==> config.mk <==
export PLATFORM = sky130hd
export DESIGN_NAME = hazard_unit
export DESIGN_NICKNAME = d
export VERILOG_FILES = /design/src/rtl/hazard_unit.sv
export SDC_FILE = /design/constraint.sdc
export NUM_CORES = 1
export LEC_CHECK = 0
export BUFFER_PORTS_ARGS = -buffer_cell sky130_fd_sc_hd__buf_2
export CAP_MARGIN = 10
export CORE_ASPECT_RATIO = 0.75
export CORE_MARGIN = 4
export CORE_UTILIZATION = 50
export CTS_CLUSTER_SIZE = 24
export DETAILED_ROUTE_END_ITERATION = 7
export PLACE_DENSITY_LB_ADDON = 0.3
export SYNTH_ARGS = -nofsm -noshare
export SYNTH_HDL_FRONTEND = slang
export SYNTH_SLANG_ARGS = --single-unit
==> constraint.sdc <==
create_clock -name clk -period 5.3 [get_ports clk]
set_input_delay 0.53 -clock clk [delete_from_list [all_inputs] [get_ports clk]]
set_output_delay 0.53 -clock clk [all_outputs]
set_load 0.02 [all_outputs]
==> src/rtl/hazard_unit.sv <==
// Pipeline hazard controller: load-use stall, taken-branch flush, memory-busy freeze.
// Outputs are combinational from state and current inputs; memBusy freezes the whole pipe.
module hazard_unit #(
    parameter int FLUSH_CYCLES = 1
) (
    input  logic        clk,
    input  logic        reset,
    input  logic [3:0]  idRegSrcAddress,
    input  logic [3:0]  idRegDestAddress,
    input  logic        idUsesSrc,
    input  logic        idUsesDest,
    input  logic        exMemRead,
    input  logic [3:0]  exRegDestAddress,
    input  logic        branchTaken,
    input  logic        memBusy,
    output logic        pcWrite,
    output logic        ifIdWrite,
    output logic        makeMeBubble,
    output logic        ifIdFlush,
    output logic        pipeFreeze,
    output logic [15:0] stallCycles
);

    typedef enum logic [1:0] {
        RUN     = 2'd0,
        FLUSH   = 2'd1,
        MEMWAIT = 2'd2
    } state_t;

    localparam logic [3:0] BUBBLE_ADDR  = 4'b1111;
    localparam logic [1:0] FLUSH_RELOAD = 2'(FLUSH_CYCLES - 1);
    localparam state_t     BRANCH_NEXT  = (FLUSH_CYCLES > 1) ? FLUSH : RUN;

    state_t      state, state_nxt;
    logic [1:0]  flush_cnt, flush_cnt_nxt;
    logic        load_use;
    logic        in_flush;
    logic        stall_inc;

    assign load_use = exMemRead && (exRegDestAddress != BUBBLE_ADDR) &&
                      ((idUsesSrc  && (idRegSrcAddress  == exRegDestAddress)) ||
                       (idUsesDest && (idRegDestAddress == exRegDestAddress)));

    // Leaving MEMWAIT behaves exactly like the state it interrupted.
    assign in_flush = (state == FLUSH) || ((state == MEMWAIT) && (flush_cnt != 2'd0));

    always_comb begin
        pcWrite       = 1'b1;
        ifIdWrite     = 1'b1;
        makeMeBubble  = 1'b0;
        ifIdFlush     = 1'b0;
        pipeFreeze    = 1'b0;
        state_nxt     = state;
        flush_cnt_nxt = flush_cnt;

        if (memBusy) begin
            pcWrite    = 1'b0;
            ifIdWrite  = 1'b0;
            pipeFreeze = 1'b1;
            state_nxt  = MEMWAIT;
        end else if (branchTaken) begin
            ifIdFlush     = 1'b1;
            makeMeBubble  = 1'b1;
            flush_cnt_nxt = FLUSH_RELOAD;
            state_nxt     = BRANCH_NEXT;
        end else if (in_flush) begin
            ifIdFlush     = 1'b1;
            makeMeBubble  = 1'b1;
            flush_cnt_nxt = flush_cnt - 2'd1;
            state_nxt     = (flush_cnt == 2'd1) ? RUN : FLUSH;
        end else begin
            state_nxt = RUN;
            if (load_use) begin
                pcWrite      = 1'b0;
                ifIdWrite    = 1'b0;
                makeMeBubble = 1'b1;
            end
        end

        // Reset overrides the control outputs immediately, without waiting for a clock.
        if (!reset) begin
            pcWrite      = 1'b1;
            ifIdWrite    = 1'b1;
            makeMeBubble = 1'b0;
            ifIdFlush    = 1'b0;
            pipeFreeze   = 1'b0;
        end
    end

    assign stall_inc = !pcWrite || ifIdFlush;

    always_ff @(posedge clk or negedge reset) begin
        if (!reset) begin
            state       <= RUN;
            flush_cnt   <= 2'd0;
            stallCycles <= 16'd0;
        end else begin
            state     <= state_nxt;
            flush_cnt <= flush_cnt_nxt;
            if (stall_inc && (stallCycles != 16'hFFFF))
                stallCycles <= stallCycles + 16'd1;
        end
    end

endmodule

==> results of run 1 <==
-- worst max-delay path, delay by kind of cell (launching register included) --
kind | cells | cell delay [ns]
AND/OR/NAND/NOR | 4 | 1.36
flip-flops | 1 | 0.41
multiplexers | 1 | 0.35
adder cells (fa/ha/maj) | 1 | 0.16
buffers and inverters | 1 | 0.09
-- how the worst min path moves through the flow --
stage	endpoint	depth (start not counted)
after floorplan	flush_cnt[0]	0
after global placement	stallCycles[15]	1
after detailed placement	stallCycles[14]	1
after CTS	stallCycles[14]	1
after global routing	stallCycles[14]	1
final	stallCycles[14]	1
-- stage by stage --
step | utilization | total power, uW | hold WS [ns] | setup slack, ns | cells
floorplan | - | 321 | 0.234 | 2.91 | 112
global placement | 0.618 | 370 | 0.484 | 2.80 | 182
detailed placement | 0.618 | 383 | 0.495 | 2.69 | 182
CTS | 0.634 | 471 | 0.189 | 2.75 | 186
global route | 0.634 | 500 | 0.199 | 2.58 | 186
finish | 0.634 | 463 | 0.184 | 2.80 | 186
-- synthesized netlist by cell type (all sizes together) --
cell | n | area share
nand3 | 6 | 0.025
inv | 3 | 0.0093
nor4b | 2 | 0.032
ha | 3 | 0.031
nand2b | 1 | 0.0052
mux2 | 1 | 0.0093
buf | 3 | 0.020
or2 | 1 | 0.0052
o21ai | 3 | 0.012
a21oi | 1 | 0.0041
nor2 | 9 | 0.028
nor3b | 2 | 0.017
nor4 | 9 | 0.11
nor2b | 2 | 0.010
xnor2 | 2 | 0.014
nand2 | 7 | 0.024
dfrtp | 20 | 0.41
xor2 | 21 | 0.15
nor3 | 7 | 0.033
and2 | 1 | 0.0052
nand4 | 7 | 0.036
and4 | 1 | 0.0072
-- state kept, by name (all words and copies together) (netlist names) --
signal and count:
stallCycles 16, flush_cnt 2, state 2
-- power by group through the flow --
stage          clock (uW)  sequential [uW]  combinational (uW)
4_1_cts              90.4              216                 164
2_1_floorplan           0              242                78.8
6_report             86.3              216                 161
5_1_grt              99.2              223                 178
3_5_place_dp            0              219                 164
3_3_place_gp            0              216                 154
-- area by class of cell --
class,count,share of cell area
clock buffer,4,0.0248
inverter,3,0.00770
multi-input combinational,86,0.463
sequential,20,0.342
tap,34,0.0291
timing repair buffer,39,0.133
-- cell usage in the layout, fill, tap and decap left out, drive strengths merged --
| cell | count |
|---|---|
| a21oi | 1 |
| and2 | 1 |
| and4 | 1 |
| buf | 39 |
| clkbuf | 4 |
| dfrtp | 20 |
| ha | 3 |
| inv | 3 |
| mux2 | 1 |
| nand2 | 7 |
| nand2b | 1 |
| nand3 | 6 |
| nand4 | 7 |
| nor2 | 9 |
| nor2b | 2 |
| nor3 | 7 |
| nor3b | 2 |
| nor4 | 9 |
| nor4b | 2 |
| o21ai | 3 |
| or2 | 1 |
| xnor2 | 2 |
| xor2 | 21 |
-- metal layers --
layer / vias to the layer above / wire [um] / track usage
li1: 478 / - / -
met1: 452 / 1060 / 0.224
met2: 15 / 1390 / 0.311
met3: 2 / 97 / 0.0515
met4: 0 / 8 / 0.0211
met5: - / 0 / 0
-- kinds of logic after synthesis --
group / Yosys count / synth area share
simple gates: 55 / 0.335
xor+xnor: 23 / 0.166
flops: 20 / 0.413
buf+inv: 6 / 0.0289
compound gates: 4 / 0.0165
fa+ha+maj: 3 / 0.0310
mux: 1 / 0.00929
==> summary.md, run 1 <==
| Metric | Value |
|---|---|
| Synthesized area per cell | approximately 11 um^2 |
| # hold bufs at CTS | 0 |
| Sequential share of power | 0.466 |
| Routed Antenna Nets | 0 |
| Clock buffer count from CTS | 3 |
| Dpl hpwl | 2.08 mm |
| Die X | ~65 um |
| 1st-iter DRT viols | 37 |
| First-pass GRT wire length | between 4 and 5 mm |
| Reg2reg setup slack | around 2.8 ns |
| Clock Skew | 0.00451 ns |
| Maximum clock rate | 400 MHz |
| Synth Register Bits | 20 |
| Worst Max-Slew Pin Slew | just under 1 ns |
| Psw | 176 uW |
| Slowest CP cell | nor4b_4 |
| Status | finished clean |
| Worst vdd ir | between 200 and 300 uV |
| Router iterations before antenna repair | 4 |
| Nature of the critical path endpoint | register |
| Ys Warns | 0 |
| Worst reg2reg path depth | 7 |
| Fin. max-slew vios | 0 |
| Fillers | around 210 |
| I/O Buffers | 39 |
| Core ar. | roughly 0.0023 mm^2 |
| Distinct cell type count after synthesis | 29 |
| Sequential share of the synthesized area | 0.413 |
| Die area | 0.00328 mm^2 |
| Via count | about 950 |
| Register area | 500 um^2 |
| N_diodes | 0 |
| Area post-placement | between 0.001 and 0.0015 mm^2 |
| Cell Pwr Density | about 320 mW/mm^2 |
| Lkg Pwr | between 0.0007 and 0.0008 uW |
| Worst skew pair latency | 0.30 ns |
| CP Launch Type | register |
| Postcts setup bufs | 0 |
| Syn-to-layout area delta | 20.6% |
| CTS tree | done |
| Data arrival, critical path | between 2 and 3 ns |
| Final wirelength | roughly 2.6 mm |
| CTS root buf | clkbuf_4 |
| # rows | 15 |
| Crit Path Max Fanout | 15 |
| Global placement routability congestion | 0.812 |
| Final setup fails | 0 |
| Layout cells sized above 1 | 0.355 |
| CP Capture Point | stallCycles[1] |
| Int Power | ~290 uW |
| Synthesized Nets | 134 |
| Combinational Power Share | 0.348 |
| Grt total ovfl | 0 |
| Max H-tree Level | 1 |
| Switching Share | 0.380 |
| I/O Pins | 40 |
| Longest Clk Path Bufs | 2 |
| Cell Area, Synth | roughly 0.0012 mm^2 |
| Worst r2r dst | stallCycles[1] |
| Initial antenna violation count | 0 |
| Die H | 50.6 um |
| CTS sink count | 20 |
| Crit path largest cell delay | 0.87 ns |
| Largest net degree at the start of global routing | 25 |
| Clock Pin Slew Worst Setup and Hold Paths | roughly 0.11 ns |
| Worst Path Class, Setup | register to register |
| Slew headroom | 0.334 |
| Tcrit/Tclk final | 0.471 |
| Unrepaired setup endpoints after global routing | false |
| Clock power frac | 0.186 |
| Worst Setup SP | flush_cnt[0] |
| Initial core utilization | 0.525 |
| CP required | about 5.5 ns |
| Max-Cap Viols | 0 |
| Multi-input logic area | about 680 um^2 |
| Reg2reg start | flush_cnt[0] |
| Cell area after layout | about 0.0015 mm^2 |
| Gate count after technology mapping | between 100 and 150 |
| Drt via density | a little over 5 |
| Final Hold Fails | 0 |
| WL per Instance | about 14 um |
| Worst path cell trace | inv_1 -> ha_1 -> nor3b_1 -> nor3_2 -> nor4b_4 -> nor2_1 -> mux2_1 |
| Hold WC Path Type | input port to asynchronous set/reset pin |
| Nets | around 180 |
| CTS resizes | 0 |
| GRT Total Usage | 0.178 |
| Minimum clock period | about 2.5 ns |
| Drc violations | 0 |
| Vias in the first global route | about 970 |
| Setup tns final | 0 ns |
No activity file was read; power rests on OpenSTA's default activity.
==> inputs of run 2 (changes only) <==
CORE_UTILIZATION = 45   (was 50)
clock period = 2.2 ns   (was 5.3 ns; I/O delays follow)
==> summary.md, run 2 (synthesis results as in run 1) <==
| Metric | Value |
|---|---|
| Status | finished clean |
| Drt via density | 5.27 (+3.5%) |
| Data arrival, critical path | 1.83 ns (-0.86 ns) |
| Drc violations | 0 (unchanged) |
| Total chip power | 1120 uW (+140%) |
| Worst path cell trace | inv_1 -> ha_1 -> nor3b_2 -> nor3_2 -> buf_4 -> nor2b_1 -> o21ai_1 -> buf_2 |
| CP Launch Type | register |
| Fin. max-slew vios | 0 (unchanged) |
| I/O Buffers | 39 (unchanged) |
| Final setup fails | 0 (unchanged) |
| # rows | 15 (unchanged) |
| N_diodes | 0 (unchanged) |
| Worst vdd ir | 598 uV (+120%) |
| Worst Path Class, Setup | register to primary output |
| CP required | 1.98 ns (-3.51 ns) |
| Initial antenna violation count | 0 (unchanged) |
| Clock Skew | 0.00539 ns (+0.000882 ns) |
| Die H | 53.0 um (+4.6%) |
| Top reg by flops | stallCycles |
| Final wirelength | 2.81 mm (+9.6%) |
| Nets | 187 (+6.9%) |
| Largest net degree at the start of global routing | 19 (-24%) |
| Worst Max-Slew Pin Slew | 0.363 ns (-0.631 ns) |
| Lkg Pwr | 0.000780 uW (+7.7%) |
| Routed Antenna Nets | 0 (unchanged) |
| I/O Pins | 40 (unchanged) |
| Slew headroom | 0.756 (+0.421) |
| Nature of the critical path endpoint | primary output |
| Cell area after layout | 0.00155 mm^2 (+6.2%) |
| Worst skew pair latency | 0.30 ns (about the same) |
| Die area | 0.00360 mm^2 (+9.5%) |
| Slowest CP cell | dfrtp_1 |
| Vias in the first global route | 1051 (+8.7%) |
| Grt total ovfl | 0 (unchanged) |
| Area post-placement | 0.00146 mm^2 (+2.6%) |
| Most frequent cells in the layout | 39 x buf_2, 21 x xor2_1, 20 x dfrtp_1 |
| Final Hold Fails | 0 (unchanged) |
| Fillers | 216 (+3.8%) |
| Longest Clk Path Bufs | 2 (unchanged) |
| First-pass GRT wire length | 4.62 mm (+1.7%) |
| Clock Pin Slew Worst Setup and Hold Paths | 0.10 ns (about the same) |
| 1st-iter DRT viols | 40 (+8.1%) |
| Die X | 67.9 um (+4.7%) |
| Top Registers | stallCycles: 16 flops, flush_cnt: 2 flops, state: 2 flops |
| Clock buffer count from CTS | 3 (unchanged) |
| Hold WC Path Type | input port to register |
| CTS root buf | clkbuf_4 |
| Initial core utilization | 0.501 (-0.0244) |
| Max H-tree Level | 1 (unchanged) |
| Max FFs per register | 16 (unchanged) |
| Crit path largest cell delay | 0.36 ns (-0.51 ns) |
| Minimum clock period | 2.05 ns |
| Most common cell after layout, fill and taps aside | buf_2 |
| CP delay by family, top | simple AND/OR/NAND/NOR gates |
| Unrepaired setup endpoints after global routing | true |
| Crit Path Max Fanout | 4 (-11) |
| CTS tree | done |
| Maximum clock rate | slightly below 500 MHz |
| Worst path bufs/invs | 3 (+2) |
| CTS sink count | 20 (unchanged) |
| Crit path depth | 8 (+1) |
| Tcrit/Tclk final | 0.930 |
| Core ar. | 0.00242 mm^2 (+4.9%) |
| Max-Cap Viols | 0 (unchanged) |
| Global placement routability congestion | 0.781 (-3.8%) |
| Via count | 1038 (+9.6%) |
| Worst reg2reg path depth | 9 (+2) |
| WL per Instance | 14.3 um (+3.5%) |
| GRT Total Usage | 0.175 (-0.00287) |
| Hold path depth | 1 |
| Layout cells sized above 1 | 0.405 (+0.0496) |
| Syn-to-layout area delta | 28.1% |
| Worst Hold Slack | 0.121 ns (-0.0628 ns) |
| Router iterations before antenna repair | 4 (unchanged) |
| Dpl hpwl | 2.21 mm (+6.0%) |
| Cell Pwr Density | 723 mW/mm^2 (+130%) |
## run 2: final cells by class
type | count | area (um^2) | area share
timing repair buffer | 51 | 288 | 0.185
sequential | 20 | 500 | 0.322
inverter | 3 | 11.3 | 0.00725
multi-input combinational | 86 | 688 | 0.443
clock buffer | 3 | 22.5 | 0.0145
tap | 34 | 42.5 | 0.0274
## run 2: metrics by stage
stage | setup WS [ns] | std cells | util | TNS [ns]
3_3_place_gp | -0.0528 | 187 | 0.605 | -0.0528
3_5_place_dp | -0.164 | 187 | 0.605 | -0.190
6_report | 0.155 | 197 | 0.641 | 0
5_1_grt | -0.00780 | 197 | 0.641 | -0.0105
2_1_floorplan | 0.121 | 112 | - | 0
4_1_cts | 0.0749 | 196 | 0.636 | 0
## run 2: worst register-to-register path: stages, from the launching register on
cell and delay, ns:
dfrtp_1 0.36, inv_1 0.06, ha_1 0.20, nor3b_2 0.24, nor3_2 0.07, nor4b_4 0.13, buf_4 0.17, buf_4 0.15
nor4_2 0.29, xor2_1 0.20
## run 2: path summary, 6_finish.rpt
| kind | startpoint | endpoint | slack (ns) |
|---|---|---|---|
| max in group asynchronous | reset | stallCycles[11] | 1.50 |
| min | memBusy | state[1] | 0.12 |
| min reg2reg | stallCycles[14] | stallCycles[14] | 0.51 |
| max reg2reg | flush_cnt[0] | stallCycles[9] | 0.26 |
| max | flush_cnt[0] | pcWrite | 0.15 |
| min in group asynchronous | reset | state[1] | 0.26 |
## run 2: per-layer routing
layer	up-vias	global-route usage	part of all wire
met4	0	0.0462	0.018
met2	26	0.315	0.53
li1	495	-	-
met3	8	0.0573	0.041
met1	509	0.197	0.41
met5	-	0	0
## run 2: power by group
group          total [uW]  switching [uW]  internal [uW]  leakage [uW]
registers             521            81.5            439      0.000263
logic                 432             249            184      0.000503
clock network         170             106           63.8     0.0000138
total                1120             436            687      0.000780
## run 2: what timing repair did
item | 4_1_cts | 5_1_grt
hold endpoints to repair | 20 | 0
buffers inserted | 5 | 1
resized for setup | 1 | 2
gates cloned | 0 | 0
hold buffers | 1 | 0
pin swaps | 0 | 1
endpoints found under the setup margin | 8 | 2
==> inputs of run 3 (changes only) <==
ABC_AREA = 1   (was unset)
CORE_UTILIZATION = 46   (was 45)
==> summary.md, run 3 <==
| Metric | Value |
|---|---|
| CP required | 1.98 ns (about the same) |
| Cell area after layout | 0.00167 mm^2 (+7.8%) |
| Fin cells | 275 (+40%) |
| Top Registers | stallCycles: 16 flops, flush_cnt: 2 flops, state: 2 flops |
| Nets | 261 (+40%) |
| WL per Instance | 11.4 um (-20%) |
| Drc violations | 0 (unchanged) |
| Longest Clk Path Bufs | 2 (unchanged) |
| Router iterations before antenna repair | 4 (unchanged) |
| CTS root buf | clkbuf_8 |
| Nature of the critical path endpoint | primary output |
| CTS resizes | 0 (-1) |
| Tcrit/Tclk final | 0.852 (-0.0773) |
| N_diodes | 0 (unchanged) |
| Die X | 71.8 um (+5.8%) |
| Die H | 55.9 um (+5.5%) |
| Most frequent cells in the layout | 63 x nand2_1, 39 x buf_2, 28 x nand3_1 |
| Initial antenna violation count | 0 (unchanged) |
| Worst Max-Slew Pin Slew | 0.262 ns (-0.101 ns) |
| CP Launch Type | register |
| Slew headroom | 0.824 (+0.0686) |
| Gate count after technology mapping | 197 (+76%) |
| Core ar. | 0.00294 mm^2 (+21%) |
| Status | finished clean |
| Die area | 0.00402 mm^2 (+12%) |
| CTS tree | done |
| Clock Pin Slew Worst Setup and Hold Paths | 0.07 ns (-0.03 ns) |
| Max H-tree Level | 1 (unchanged) |
| Dpl ws | 0.387 ns (+0.551 ns) |
| Max FFs per register | 16 (unchanged) |
| Synthesized area per cell | 7.14 um^2 (-34%) |
| Syn-to-layout area delta | 19.0% |
| Worst reg2reg path depth | 11 (+2) |
| Yosys top cell area share | 0.356 (-0.0569) |
| Clock buffer count from CTS | 3 (unchanged) |
| Vias in the first global route | 1330 (+27%) |
| Sequential share of the synthesized area | 0.356 (-0.0569) |
| Worst vdd ir | 330 uV (-45%) |
| Max-Cap Viols | 0 (unchanged) |
| # hold bufs at CTS | 0 (-1) |
| Synthesized Nets | 219 (+63%) |
| Area post-placement | 0.00163 mm^2 (+12%) |
| Worst r2r dst | stallCycles[15] |
| Drt via density | 4.87 (-7.7%) |
| Fillers | 286 (+32%) |
| Minimum clock period | 1.88 ns (-0.170 ns) |
| Setup tns final | 0 ns (unchanged) |
| Reg2reg start | flush_cnt[0] |
| Hold WC Path Type | input port to asynchronous set/reset pin |
| Async S/R FF share, synth | 1.00 (unchanged) |
| Final Hold Fails | 0 (unchanged) |
| Fin. max-slew vios | 0 (unchanged) |
| Cell Pwr Density | 637 mW/mm^2 (-12%) |
| Layout cells sized above 1 | 0.232 (-0.173) |
| # rows | 17 (+2) |
| Lkg Pwr | 0.000959 uW (+23%) |
| Clock Skew | 0.00460 ns (-0.000795 ns) |
| Top reg by flops | stallCycles |
| Initial core utilization | 0.479 (-0.0217) |
| Unrepaired setup endpoints after global routing | false |
| Worst Path Class, Setup | register to primary output |
| Synth area leaders | dfrtp_1 36%, nand2_1 17%, nand3_1 10% |
| Largest net degree at the start of global routing | 22 (+3) |
| Final wirelength | 3.13 mm (+11%) |
| Grt total ovfl | 0 (unchanged) |
| Top FF cell, synth | dfrtp_1 |
| Dpl hpwl | 2.49 mm (+13%) |
| Post-synth EDFFs | 0 (unchanged) |
| 1st-iter DRT viols | 85 (+110%) |
| Setup WS post-layout | 0.325 ns (+0.170 ns) |
| Postcts setup bufs | 0 (-5) |
| Crit Path Max Fanout | 4 (unchanged) |
| Worst skew pair latency | 0.25 ns (-0.05 ns) |
| Synth top cells by count | 63 x nand2_1, 28 x nand3_1, 23 x inv_1 |
| GRT Total Usage | 0.172 (-0.00252) |
| Multi-input logic area | 769 um^2 (+12%) |
| Register area | 500 um^2 (unchanged) |
| Data arrival, critical path | 1.66 ns (-0.17 ns) |
| Reg2reg setup slack | 0.39 ns (+0.13 ns) |
| Cell Area, Synth | 0.00141 mm^2 (+16%) |
| I/O Pins | 40 (unchanged) |
| Global placement routability congestion | 0.832 (+6.6%) |
| Via count | 1338 (+29%) |
| Placed cell count | 272 (+45%) |
| Most common cell after layout, fill and taps aside | nand2_1 |
| Distinct cell type count after synthesis | 28 (-3.4%) |
| Synth area leader | dfrtp_1 |
| Total chip power | 1070 uW (-5.1%) |
| Maximum clock rate | 533 MHz (+9.1%) |
| Ys Warns | 0 (unchanged) |
| Routed Antenna Nets | 0 (unchanged) |
| CTS sink count | 20 (unchanged) |
| Final setup fails | 0 (unchanged) |
| I/O Buffers | 39 (unchanged) |
| Synth Register Bits | 20 (unchanged) |
| First-pass GRT wire length | 5.65 mm (+22%) |
| Most common cell in the synthesized netlist | nand2_1 |
-- run 3: cell count changes in the layout (fill, tap and decap cells not counted), moves of 5 or more --
cell,delta
xor2_1,-12
nand4_1,-5
inv_1,+20
nand3_1,+22
nand2_1,+57
nor4_4,-5
nor2_1,+5
buf_4,-9
-- run 3: cells by family (layout without fill, tap and decap cells) --
family	Yosys count	in the layout	synth area share
AO/OA/AOI/OAI	7	7	0.0329
XOR/XNOR	15	15	0.0934
adder cells (fa/ha/maj)	3	3	0.0267
buffers and inverters	32	72	0.0970
flip-flops	20	20	0.356
AND/OR/NAND/NOR	120	120	0.394
-- run 3: worst max-delay path by stage --
stage	from	end	slack [ns]
floorplan	flush_cnt[0]	pcWrite	0.43
global placement	flush_cnt[0]	stallCycles[1]	0.46
detailed placement	flush_cnt[0]	stallCycles[15]	0.39
CTS	flush_cnt[0]	makeMeBubble	0.31
global route	flush_cnt[0]	makeMeBubble	0.14
finish	flush_cnt[0]	makeMeBubble	0.32
-- run 3: per-layer routing --
layer	global-route usage	vias up	wire length, um
met1	0.234	612	1520
met4	0.0241	0	12
met3	0.0451	2	152
li1	-	699	-
met2	0.281	25	1440
met5	0	-	0
-- run 3: stage by stage --
| step | hold slack [ns] | util |
|---|---|---|
| 3_3_place_gp | 0.282 | 0.556 |
| 3_5_place_dp | 0.281 | 0.556 |
| 2_1_floorplan | -0.0756 | - |
| 5_1_grt | 0.0328 | 0.570 |
| 6_report | 0.0000597 | 0.570 |
| 4_1_cts | 0.00632 | 0.570 |
-- run 3: layout make-up --
class	count	share of cell area
inverters	28	0.0628
well taps	38	0.0284
flip-flops and latches	20	0.299
repair buffers	41	0.126
multi-input cells	145	0.460
clock buffers	3	0.0247
-- run 3: power by group --
part	switching (uW)	leakage [uW]	internal [uW]
registers	66.6	0.000269	420
logic	211	0.000669	134
clock network	112	0.0000216	122
total	390	0.000959	676
-- run 3: critical path: stages (launching register included) --
cell      delay (ns)
dfrtp_1         0.38
inv_1           0.05
ha_1            0.18
nand3b_1        0.17
o211ai_1        0.12
nand2_1         0.11
inv_2           0.08
nand2_1         0.08
nand2_1         0.08
buf_2           0.16
